$ cat src/rtl/lc3_fetch_pkg.sv
`default_nettype none
// ============================================================================
// Module      : lc3_fetch_pkg
// Description : Shared definitions for the LC3 prefetching fetch unit.
//               Control-flow opcodes, the fetch FSM state encoding and the
//               PC-offset sign-extension helpers.
// Revision    : 1.0 - initial release
// ============================================================================
package lc3_fetch_pkg;

  localparam logic [3:0] OP_BR  = 4'b0000;
  localparam logic [3:0] OP_JSR = 4'b0100;
  localparam logic [3:0] OP_JMP = 4'b1100;

  typedef enum logic [1:0] {
    ST_IDLE  = 2'd0,
    ST_RUN   = 2'd1,
    ST_FLUSH = 2'd2
  } fetch_state_e;

  // Results are 32 bits wide so callers can truncate to any ADDR_W <= 32.
  function automatic logic [31:0] sext9(input logic [8:0] v);
    return {{23{v[8]}}, v};
  endfunction

  function automatic logic [31:0] sext11(input logic [10:0] v);
    return {{21{v[10]}}, v};
  endfunction

endpackage
`default_nettype wire

$ cat src/rtl/fetch_queue.sv
`default_nettype none
// ============================================================================
// Module      : fetch_queue
// Description : DEPTH-entry synchronous FIFO of {pc, instr} pairs.
//               flush empties the queue and overrides push/pop.
// Ports       : clk, rst (async, active-high)
//               push/push_pc/push_instr - write a new entry
//               pop                     - remove the head entry
//               flush                   - discard all entries
//               head_pc/head_instr      - head entry (undefined when empty)
//               empty, count            - occupancy
// Revision    : 1.0 - initial release
// ============================================================================
module fetch_queue #(
  parameter int ADDR_W = 16,
  parameter int DEPTH  = 4
) (
  input  logic                   clk,
  input  logic                   rst,
  input  logic                   push,
  input  logic [ADDR_W-1:0]      push_pc,
  input  logic [15:0]            push_instr,
  input  logic                   pop,
  input  logic                   flush,
  output logic [ADDR_W-1:0]      head_pc,
  output logic [15:0]            head_instr,
  output logic                   empty,
  output logic [$clog2(DEPTH):0] count
);

  localparam int PTR_W = $clog2(DEPTH);
  localparam int CNT_W = PTR_W + 1;
  localparam int ENT_W = ADDR_W + 16;

  logic [ENT_W-1:0] mem_q [DEPTH];
  logic [PTR_W-1:0] wr_ptr_q, wr_ptr_d;
  logic [PTR_W-1:0] rd_ptr_q, rd_ptr_d;
  logic [CNT_W-1:0] count_q, count_d;
  logic             push_ok, pop_ok;

  assign empty   = (count_q == '0);
  assign pop_ok  = pop & ~empty;
  // A push into a full queue is accepted when the head leaves the same cycle.
  assign push_ok = push & ((count_q != CNT_W'(DEPTH)) | pop_ok);

  always_comb begin
    wr_ptr_d = wr_ptr_q;
    rd_ptr_d = rd_ptr_q;
    count_d  = count_q;
    if (flush) begin
      wr_ptr_d = '0;
      rd_ptr_d = '0;
      count_d  = '0;
    end else begin
      if (push_ok) wr_ptr_d = wr_ptr_q + PTR_W'(1);
      if (pop_ok)  rd_ptr_d = rd_ptr_q + PTR_W'(1);
      count_d = count_q + CNT_W'(push_ok) - CNT_W'(pop_ok);
    end
  end

  always_ff @(posedge clk or posedge rst) begin
    if (rst) begin
      wr_ptr_q <= '0;
      rd_ptr_q <= '0;
      count_q  <= '0;
    end else begin
      wr_ptr_q <= wr_ptr_d;
      rd_ptr_q <= rd_ptr_d;
      count_q  <= count_d;
    end
  end

  // Storage needs no reset: contents are only observed while count is non-zero.
  always_ff @(posedge clk) begin
    if (push_ok && !flush) mem_q[wr_ptr_q] <= {push_pc, push_instr};
  end

  assign {head_pc, head_instr} = mem_q[rd_ptr_q];
  assign count                 = count_q;

endmodule
`default_nettype wire

$ cat src/rtl/fetch_pf.sv
`default_nettype none
// ============================================================================
// Module      : fetch_pf
// Description : LC3 prefetching fetch unit. Issues sequential reads to a
//               1-cycle-latency instruction memory, queues returned words with
//               their PC and hands them to decode over valid/ready. Resolved
//               BR/JSR/JMP redirect the PC, flush the queue and drop the
//               returning read.
// Config      : FETCH_BYPASS_EN - present a return directly to decode when
//               the queue is empty (saves one cycle of latency).
// Ports       : clk, rst (async, active-high), fetch_start
//               mem_req/mem_addr/wea_out/mem_rdata - instruction memory
//               pc                                 - next fetch address
//               instr_out/instr_pc/instr_valid/instr_ready - decode handshake
//               resolve_valid/resolve_pc/opCode_in/offset_in/reg_in/
//               br_nzp/result_nzp                  - resolved control flow
// Revision    : 1.0 - initial release
// ============================================================================
module fetch_pf #(
  parameter int                ADDR_W   = 16,
  parameter int                DEPTH    = 4,
  parameter logic [ADDR_W-1:0] RESET_PC = '0
) (
  input  logic              clk,
  input  logic              rst,
  input  logic              fetch_start,
  output logic              mem_req,
  output logic [ADDR_W-1:0] mem_addr,
  output logic              wea_out,
  input  logic [15:0]       mem_rdata,
  output logic [ADDR_W-1:0] pc,
  output logic [15:0]       instr_out,
  output logic [ADDR_W-1:0] instr_pc,
  output logic              instr_valid,
  input  logic              instr_ready,
  input  logic              resolve_valid,
  input  logic [ADDR_W-1:0] resolve_pc,
  input  logic [3:0]        opCode_in,
  input  logic [10:0]       offset_in,
  input  logic [ADDR_W-1:0] reg_in,
  input  logic [2:0]        br_nzp,
  input  logic [2:0]        result_nzp
);

  import lc3_fetch_pkg::*;

  fetch_state_e            state_q, state_d;
  logic [ADDR_W-1:0]       pc_q, pc_d;
  logic                    ret_valid_q, ret_valid_d;   // read returning this cycle
  logic [ADDR_W-1:0]       ret_pc_q, ret_pc_d;

  logic                    redirect_taken;
  logic [ADDR_W-1:0]       redirect_target;
  logic                    credit_ok;
  logic                    ret_live;
  logic                    q_push, q_pop, q_empty;
  logic [ADDR_W-1:0]       q_pc;
  logic [15:0]             q_instr;
  logic [$clog2(DEPTH):0]  q_count;

  // ---------------- redirect decode ----------------
  always_comb begin
    redirect_taken  = 1'b0;
    redirect_target = reg_in;
    if (resolve_valid) begin
      case (opCode_in)
        OP_BR: begin
          redirect_taken  = |(br_nzp & result_nzp);
          redirect_target = resolve_pc + ADDR_W'(1) + ADDR_W'(sext9(offset_in[8:0]));
        end
        OP_JSR: begin
          redirect_taken  = 1'b1;
          redirect_target = resolve_pc + ADDR_W'(1) + ADDR_W'(sext11(offset_in));
        end
        OP_JMP: begin
          redirect_taken  = 1'b1;
          redirect_target = reg_in;
        end
        default: ;
      endcase
    end
  end

  // The returning read counts against the queue so it always has a slot.
  assign credit_ok = (int'(q_count) + int'(ret_valid_q)) < DEPTH;
  assign ret_live  = ret_valid_q & ~redirect_taken;

  // ---------------- FSM: state register ----------------
  always_ff @(posedge clk or posedge rst) begin
    if (rst) state_q <= ST_IDLE;
    else     state_q <= state_d;
  end

  // ---------------- FSM: next state ----------------
  always_comb begin
    state_d = state_q;
    if (redirect_taken && ret_valid_q) begin
      state_d = ST_FLUSH;
    end else begin
      case (state_q)
        ST_IDLE:  state_d = fetch_start ? ST_RUN : ST_IDLE;
        ST_RUN:   state_d = fetch_start ? ST_RUN : ST_IDLE;
        ST_FLUSH: state_d = fetch_start ? ST_RUN : ST_IDLE;
        default:  state_d = ST_IDLE;
      endcase
    end
  end

  // ---------------- FSM: outputs ----------------
  always_comb begin
    mem_req = (state_q != ST_IDLE) & fetch_start & credit_ok & ~redirect_taken;
  end

  // ---------------- PC and return tracking ----------------
  always_comb begin
    pc_d        = pc_q;
    ret_valid_d = mem_req;
    ret_pc_d    = pc_q;
    if (redirect_taken) pc_d = redirect_target;
    else if (mem_req)   pc_d = pc_q + ADDR_W'(1);
  end

  always_ff @(posedge clk or posedge rst) begin
    if (rst) begin
      pc_q        <= RESET_PC;
      ret_valid_q <= 1'b0;
      ret_pc_q    <= '0;
    end else begin
      pc_q        <= pc_d;
      ret_valid_q <= ret_valid_d;
      ret_pc_q    <= ret_pc_d;
    end
  end

  assign pc       = pc_q;
  assign mem_addr = pc_q;
  assign wea_out  = 1'b0;

  // ---------------- queue and decode-side outputs ----------------
  always_comb begin
    q_push      = ret_live;
    q_pop       = ~q_empty & instr_ready & ~redirect_taken;
    instr_valid = ~q_empty;
    instr_out   = q_empty ? 16'h0000 : q_instr;
    instr_pc    = q_empty ? '0 : q_pc;
`ifdef FETCH_BYPASS_EN
    if (q_empty && ret_live) begin
      instr_valid = 1'b1;
      instr_out   = mem_rdata;
      instr_pc    = ret_pc_q;
      q_push      = ~instr_ready;   // consumed directly, skip the queue
    end
`endif
  end

  fetch_queue #(
    .ADDR_W (ADDR_W),
    .DEPTH  (DEPTH)
  ) u_queue (
    .clk        (clk),
    .rst        (rst),
    .push       (q_push),
    .push_pc    (ret_pc_q),
    .push_instr (mem_rdata),
    .pop        (q_pop),
    .flush      (redirect_taken),
    .head_pc    (q_pc),
    .head_instr (q_instr),
    .empty      (q_empty),
    .count      (q_count)
  );

endmodule
`default_nettype wire

$ cat config.mk
export PLATFORM = sky130hd
export DESIGN_NAME = fetch_pf
export DESIGN_NICKNAME = d
export VERILOG_FILES = /design/src/rtl/lc3_fetch_pkg.sv /design/src/rtl/fetch_queue.sv /design/src/rtl/fetch_pf.sv
export SDC_FILE = /design/constraint.sdc
export NUM_CORES = 1
export LEC_CHECK = 0
export BUFFER_PORTS_ARGS = -buffer_cell sky130_fd_sc_hd__buf_4
export CORE_MARGIN = 1
export CORE_UTILIZATION = 49
export DETAILED_ROUTE_END_ITERATION = 10
export PLACE_DENSITY = 0.71
export SLEW_MARGIN = 20
export SYNTH_ARGS = -nofsm -noshare
export SYNTH_HDL_FRONTEND = slang
export SYNTH_SLANG_ARGS = --single-unit
$ cat constraint.sdc
create_clock -name clk -period 4.2 [get_ports clk]
set_input_delay 0.42 -clock clk [delete_from_list [all_inputs] [get_ports clk]]
set_output_delay 0.42 -clock clk [all_outputs]
set_load 0.01 [all_outputs]
# Yosys cells after proc, flatten, opt, wreduce, memory -nomap -nowiden
# Memory sizes are Yosys's and may differ from the RTL's.
# Cells that the tools add are included.
[word_totals]
reg_bits = 42
latchBits = 0
ramBits = 128
mem_bits_ro = 0
in_bits = 74
wordCells = 66
mem_count = 1
[op_classes]
add_sub_neg = 9
mul = 0
div_mod_pow = 0
n_lt_le_gt_ge = 1
n_eq_ne = 5
shifts = 0
n_mux = 18
bitwise = 12
reduce_logical = 13
[memory_table]
columns = ["memory", "words", "word_bits", "read_ports", "rd_ports_with_merged_regs", "write_ports", "line_no", "text"]
rows = [
  ["u_queue.mem_q", 4, 32, 1, 0, 1, "fetch_queue.sv:35", "logic [ENT_W-1:0] mem_q [DEPTH];"],
]
[op_table]
columns = ["operator", "n"]
rows = [
  ["2-to-1 mux 16 bit", 5],
  ["adder 16 x 1 -> 16 bit, second input constant", 2],
  ["adder 16 bit", 2],
  ["case mux 16 bit (2 select lines)", 1],
  ["2-to-1 mux 2 bit", 5],
  ["bitwise AND 1 bit", 8],
  ["nonzero test 2 bit", 4],
  ["OR reduction 3 bit", 2],
  ["2-to-1 mux 1 bit", 5],
  ["adder 2 x 1 -> 2 bit, second input constant", 2],
  ["adder 3 x 1 -> 4 bit", 1],
  ["equality test 4 x 3 -> 1 bit, second input constant", 1],
  ["equality test 4 bit, second input constant", 1],
  ["logical NOT 4 bit", 1],
  ["< comparator 4 x 3 -> 1 bit, second input constant", 1],
  ["adder 3 x 1 -> 3 bit", 1],
  ["bitwise AND 3 bit", 1],
  ["logical NOT 3 bit", 1],
  ["2-to-1 mux 3 bit", 1],
  ["inequality test 3 bit, second input constant", 1],
  ["subtractor 3 x 1 -> 3 bit", 1],
  ["equality test 2 x 1 -> 1 bit, second input constant", 1],
  ["equality test 2 bit, second input constant", 1],
  ["logical AND 1 bit", 2],
  ["other kinds (6)", 7],
]

# Logic depth before layout (Yosys ltp)
[logic_depth]
word_depth = 12
depth_mapped = 14
mapped_depth_nobuf = 13

# Cells and area by module
# From an unflattened synthesis, not the netlist that was laid out.
[unflattened]
cells_unflattened = 571
hier_area_um2 = 8114.0
[by_module_without_submodules]
columns = ["mod", "instances", "cells_per_inst", "area_per_inst_um2"]
rows = [
  ["fetch_queue", 1, 213, 5104.9],
  ["fetch_pf", 1, 358, 3009.1],
]

# Worst setup path before layout
# Ideal clock, no wire load.
[synth_path]
path_type = "input port to flip-flop"
from = "input opCode_in[1]"
to = "register pc_q[13], in the netlist mem_addr[13]"
setup_ps = 132
arrival_ps = 2850
path_slack_ps = 1218
stages = 10
n_path_buf = 1
path_cell_list = "nor4b_1 mux2_2 ha_1 clkbuf_1 a21o_1 a211o_1 a211oi_1 nor3_1 nor3_1 o22ai_2"
[synth_between]
elab_chain_cells = 7
word_cells_on_any_way = 12
cone_classes = "2 x eq/ne; 5 x mux; 2 x bitwise; 3 x reduce/logical"
[synth_lines]
columns = ["item", "line_no", "text"]
rows = [
  ["start, declared", "fetch_pf.sv:38", "input logic [3:0] opCode_in,"],
  ["equality test 4 x 3 -> 1 bit / equality test 4 bit (equally long branches)", "fetch_pf.sv:66", "case (opCode_in)"],
  ["OR reduction 2 bit (no line)", "-", ""],
  ["case mux 1 bit (2 select lines)", "fetch_pf.sv:66", ""],
  ["2-to-1 mux 1 bit", "fetch_pf.sv:65", "if (resolve_valid) begin"],
  ["NOT 1 bit", "fetch_pf.sv:111", "mem_req = (state_q != ST_IDLE) & fetch_start & credit_ok & ~redirect_taken;"],
  ["bitwise AND 1 bit", "fetch_pf.sv:111", ""],
  ["nonzero test 2 bit (no line)", "-", ""],
  ["end signal, assigned", "fetch_pf.sv:129", "pc_q <= pc_d;"],
  ["end, declared", "fetch_pf.sv:48", "logic [ADDR_W-1:0] pc_q, pc_d;"],
]
# Several ways; a longest one is shown, not always the timed one.
# A chain may end at the register's enable or synchronous reset.

# Final worst setup path
# Ends and elaborated chain as after synthesis.

==> key figures <==
Global route
  • Overall overflow remaining after global route: 0
  • GRT Total Usage: around a fifth
  • Number of antenna violations at the first check in global routing: 0
  • Wire length of the first global-routing pass: around 26,000 microns
  • Largest net degree at the start of global routing: 43
  • Number of global-route vias before repair: approximately 5,000

Critical path
  • Standard cell with the maximum stage delay on the critical path: mux2_2
  • R2R Setup Slk: 1.72 ns
  • Worst setup EP type: flop
  • Worst Path Arrival: around 3.2 ns
  • Top fanout value on the critical path: 8
  • Cell mode on critical path: nor3_1
  • Critical Path, Cell by Cell: buf_4, nor4b_1, mux2_2, ha_1, a21o_1, a211o_1, a211oi_1, nor3_1, nor3_1, o22ai_2
  • Worst stage delay on the critical path: 0.49 ns
  • End point of the critical path: mem_addr[13]
  • Worst setup SP type: primary input
  • Source of the critical timing path: opCode_in[1]
  • Depth of the worst register-to-register path: 11
  • R2R Path Start: u_queue.count[0]
  • Terminus of the critical flop-to-flop path: u_queue.count[2]
  • Endpoint required time on the critical path: between 4 and 5 ns
  • Critical path class: in2reg

Clock network
  • Clock-pin transition on the worst setup and hold timing paths: about 0.060 ns
  • Clock tree from TritonCTS: done
  • Sink count of the clock tree: 170
  • CTS H-tree depth: 4
  • Bufs on Longest Clock Path: 2
  • Hold buffer count at CTS: 0
  • Total of cells resized after clock tree synthesis: 0
  • Clock tree root buffer cell: clkbuf_16
  • Insertion delay of the later-clocked pin in the worst-skew pair: approximately 0.4 ns
  • Clock buffer count from CTS: 17
  • # Post-CTS Setup Buffers: 0

Placement
  • Placer congestion estimate: 0.880
  • Number of cells after detailed placement: slightly below 900
  • Port Buffer Count: 139
  • HPWL Detailed: between 10,000 and 15,000 microns
  • Dpl ws: 0.909 ns
  • Total cell area at the placement stage: 9220 sq um

Layout
  • Ratio of cells with drive above 1 in the final layout: between 30% and 40%
  • Ant. Diodes: 0
  • Multi-input gate area: around 2900 sq um
  • Area grow syn2layout: 20.9%
  • Final-stage net count: 786
  • Fill count: around 1,300
  • Cell Count, Final, Fillers Out: between 900 and 1,000
  • Final instance area: 9770 sq um
  • Storage cell area: about 4900 sq um
  • Final core area utilization: 61.1%

Timing
  • Peak clock frequency supported by timing: 346 MHz
  • Fraction of the cycle the final worst path needs: approximately 69%
  • Transition time at the pin with the least slew margin: 1.10 ns
  • Pins Over Slew Limit: 0
  • Minimum clock period after layout: a little under 3 ns
  • Setup violation total in the final timing report: 0
  • Worst setup margin: around 1.3 ns
  • Largest clock skew in the final design: around 0.0065 ns
  • RSZ-0062 raised after global routing: false
  • Number of hold-slack violations in the final timing report: 0
  • Worst slew margin relative to its limit: a little over a quarter
  • Setup TNS: 0 ns

Floorplan
  • Vert. Die Dim: between 100 and 150 microns
  • Number of rows created at floorplan: between 40 and 50
  • Overall die area: about 17,000 sq um
  • Die Span X: 130 microns
  • # IOs: 141
  • Initial core utilization: about half
  • Standard cell core area: 16,000 sq um

Yosys
  • Cell type with the highest aggregate area in the netlist: edfxtp_1
  • Count of distinct cell types in the synthesized netlist: 63
  • Most instantiated library cell after synthesis: edfxtp_1
  • Share of Yosys cell area claimed by the top area cell type: between 40% and 50%
  • Total of warnings raised by yosys: 0
  • Main flop type after synthesis: edfxtp_1
  • Count of flip-flops with a built-in enable after synthesis: about 130
  • Most frequent cells after synthesis: edfxtp_1, dfrtp_1, and2_1
  • Number of nets produced by synthesis: about 660
  • Register area share after synthesis: 60.6%
  • Leading cell types by total area after synthesis: edfxtp_1, dfrtp_1, mux4_2
  • Cell count after synthesis: between 500 and 600
  • Post-synthesis sequential element count: 170
  • Synth async-reset ratio: between 20 and 25%
  • Post-Synthesis Cell Area: about 8100 sq um
  • Synthesized area divided by synthesized cell count: ~15 sq um

Detailed routing
  • Total iterations of the first detailed-routing run: 4
  • WL/cell: about 18 microns
  • Violation count after the first detailed-route iteration: 250
  • Vias/cell: roughly 5.5
  • Total Routed Length: approximately 16,000 microns
  • Overall via count from detail_route: between 4,000 and 5,000
  • DRC violations left: 0
  • Number of nets still failing antenna checks after routing: 0

Power
  • Cell leakage power: 0.00376 uW
  • Highest ir drop seen on vdd: 0.340 mV
  • Power per cell area: roughly 570 nW/um^2

Run
  • Max-cap check violation count: 0

Run status
  • Run status: finished, final reports clean

Hold path
  • Worst Hold Class: in2async
## placed cells by master (no fill, tap or decap), types with 3 or more instances in the layout
master      netlist  routed
clkbuf_16         0      17
inv_1             8       7
dfrtp_1          42      41
and3_1            6       6
clkinv_1          0       3
nand3_1          14      14
a21oi_1          14      14
nor3_1            5       5
and4_1            6       6
o21ai_0           9       9
or3_1             3       3
o211ai_1          7       7
nand2_1          36      36
mux4_2           32      32
xnor2_1          23      23
nand4_1           7       7
xor2_1           22      22
clkinvlp_4        0       4
inv_6             0       5
and2_1           40      40
a21o_1            7       7
ha_1             26      26
edfxtp_1        128     128
nor2_1           25      25
o221ai_1          4       4
buf_4            18     149
a211oi_1          5       5
a31oi_1           4       4
## critical path: cells and delay by family
kind | cells | cell delay (ns)
AOI/OAI and AO/OA | 4 | 0.94
and+or+nand+nor | 3 | 0.77
muxes | 1 | 0.49
adders and majority gates | 1 | 0.42
buffers and inverters | 1 | 0.12
## worst min path at each step
stage | from | to | slack (ns) | cells past startpoint
floorplan | ret_pc_q[0] | u_queue.mem_q[0][16] | 0.45 | 0
global placement | ret_pc_q[15] | u_queue.mem_q[2][31] | 0.46 | 0
detailed placement | mem_addr[14] | ret_pc_q[14] | 0.47 | 0
CTS | rst | ret_pc_q[14] | 0.15 | 3
global route | rst | ret_pc_q[14] | 0.17 | 3
finish | rst | ret_pc_q[14] | 0.13 | 3
## cells by family (layout without fill, tap and decap cells)
kind of cell               count (synthesis)  in the layout  synth area share, %
other                                      1              1               0.0464
xor gates and xnor gates                  46             46                 5.08
and+or+nand+nor                          152            152                 10.2
AOI/OAI and AO/OA                         76             76                 6.81
adders and majority gates                 28             28                 4.52
buffers and inverters                     47            189                 3.45
muxes                                     35             35                 9.32
DFF                                      170            170                 60.6
## stage by stage
stage	total power, uW	hold slack (ns)
after floorplan	3470	0.455
after global placement	4190	0.460
after detailed placement	4240	0.475
after CTS	5680	0.146
after global routing	5940	0.165
final	5620	0.128
## power breakdown
group / switching, uW / internal, uW
Combinational: 816 / 1010
Sequential: 278 / 2070
Clock: 623 / 818
Total: 1720 / 3900
## flip-flops by register name, summed over array words and instances, names as in the netlist
register / cells
state_q: 2
u_queue.rd_ptr_q: 2
u_queue.wr_ptr_q: 2
ret_pc_q: 16
u_queue.count: 3
mem_addr: 16
u_queue.mem_q: 128
ret_valid_q: 1
## metal layers
metal | track usage, % | routed length (microns) | up-vias
met4 | 4.87 | 111 | 0
met2 | 37.2 | 8760 | 170
met1 | 24.2 | 6730 | 2457
li1 | - | - | 2347
met5 | 0 | 0 | -
met3 | 4.03 | 865 | 8
## final cells by class
| class | count | area share (%) |
|---|---|---|
| clock buffer | 18 | 4.39 |
| clock inverter | 14 | 1.24 |
| timing repair buffer | 149 | 11.4 |
| multi-input combinational | 338 | 29.8 |
| tap | 216 | 2.76 |
| inverter | 8 | 0.307 |
| sequential | 170 | 50.1 |
Power figures use the tool's default switching activity.
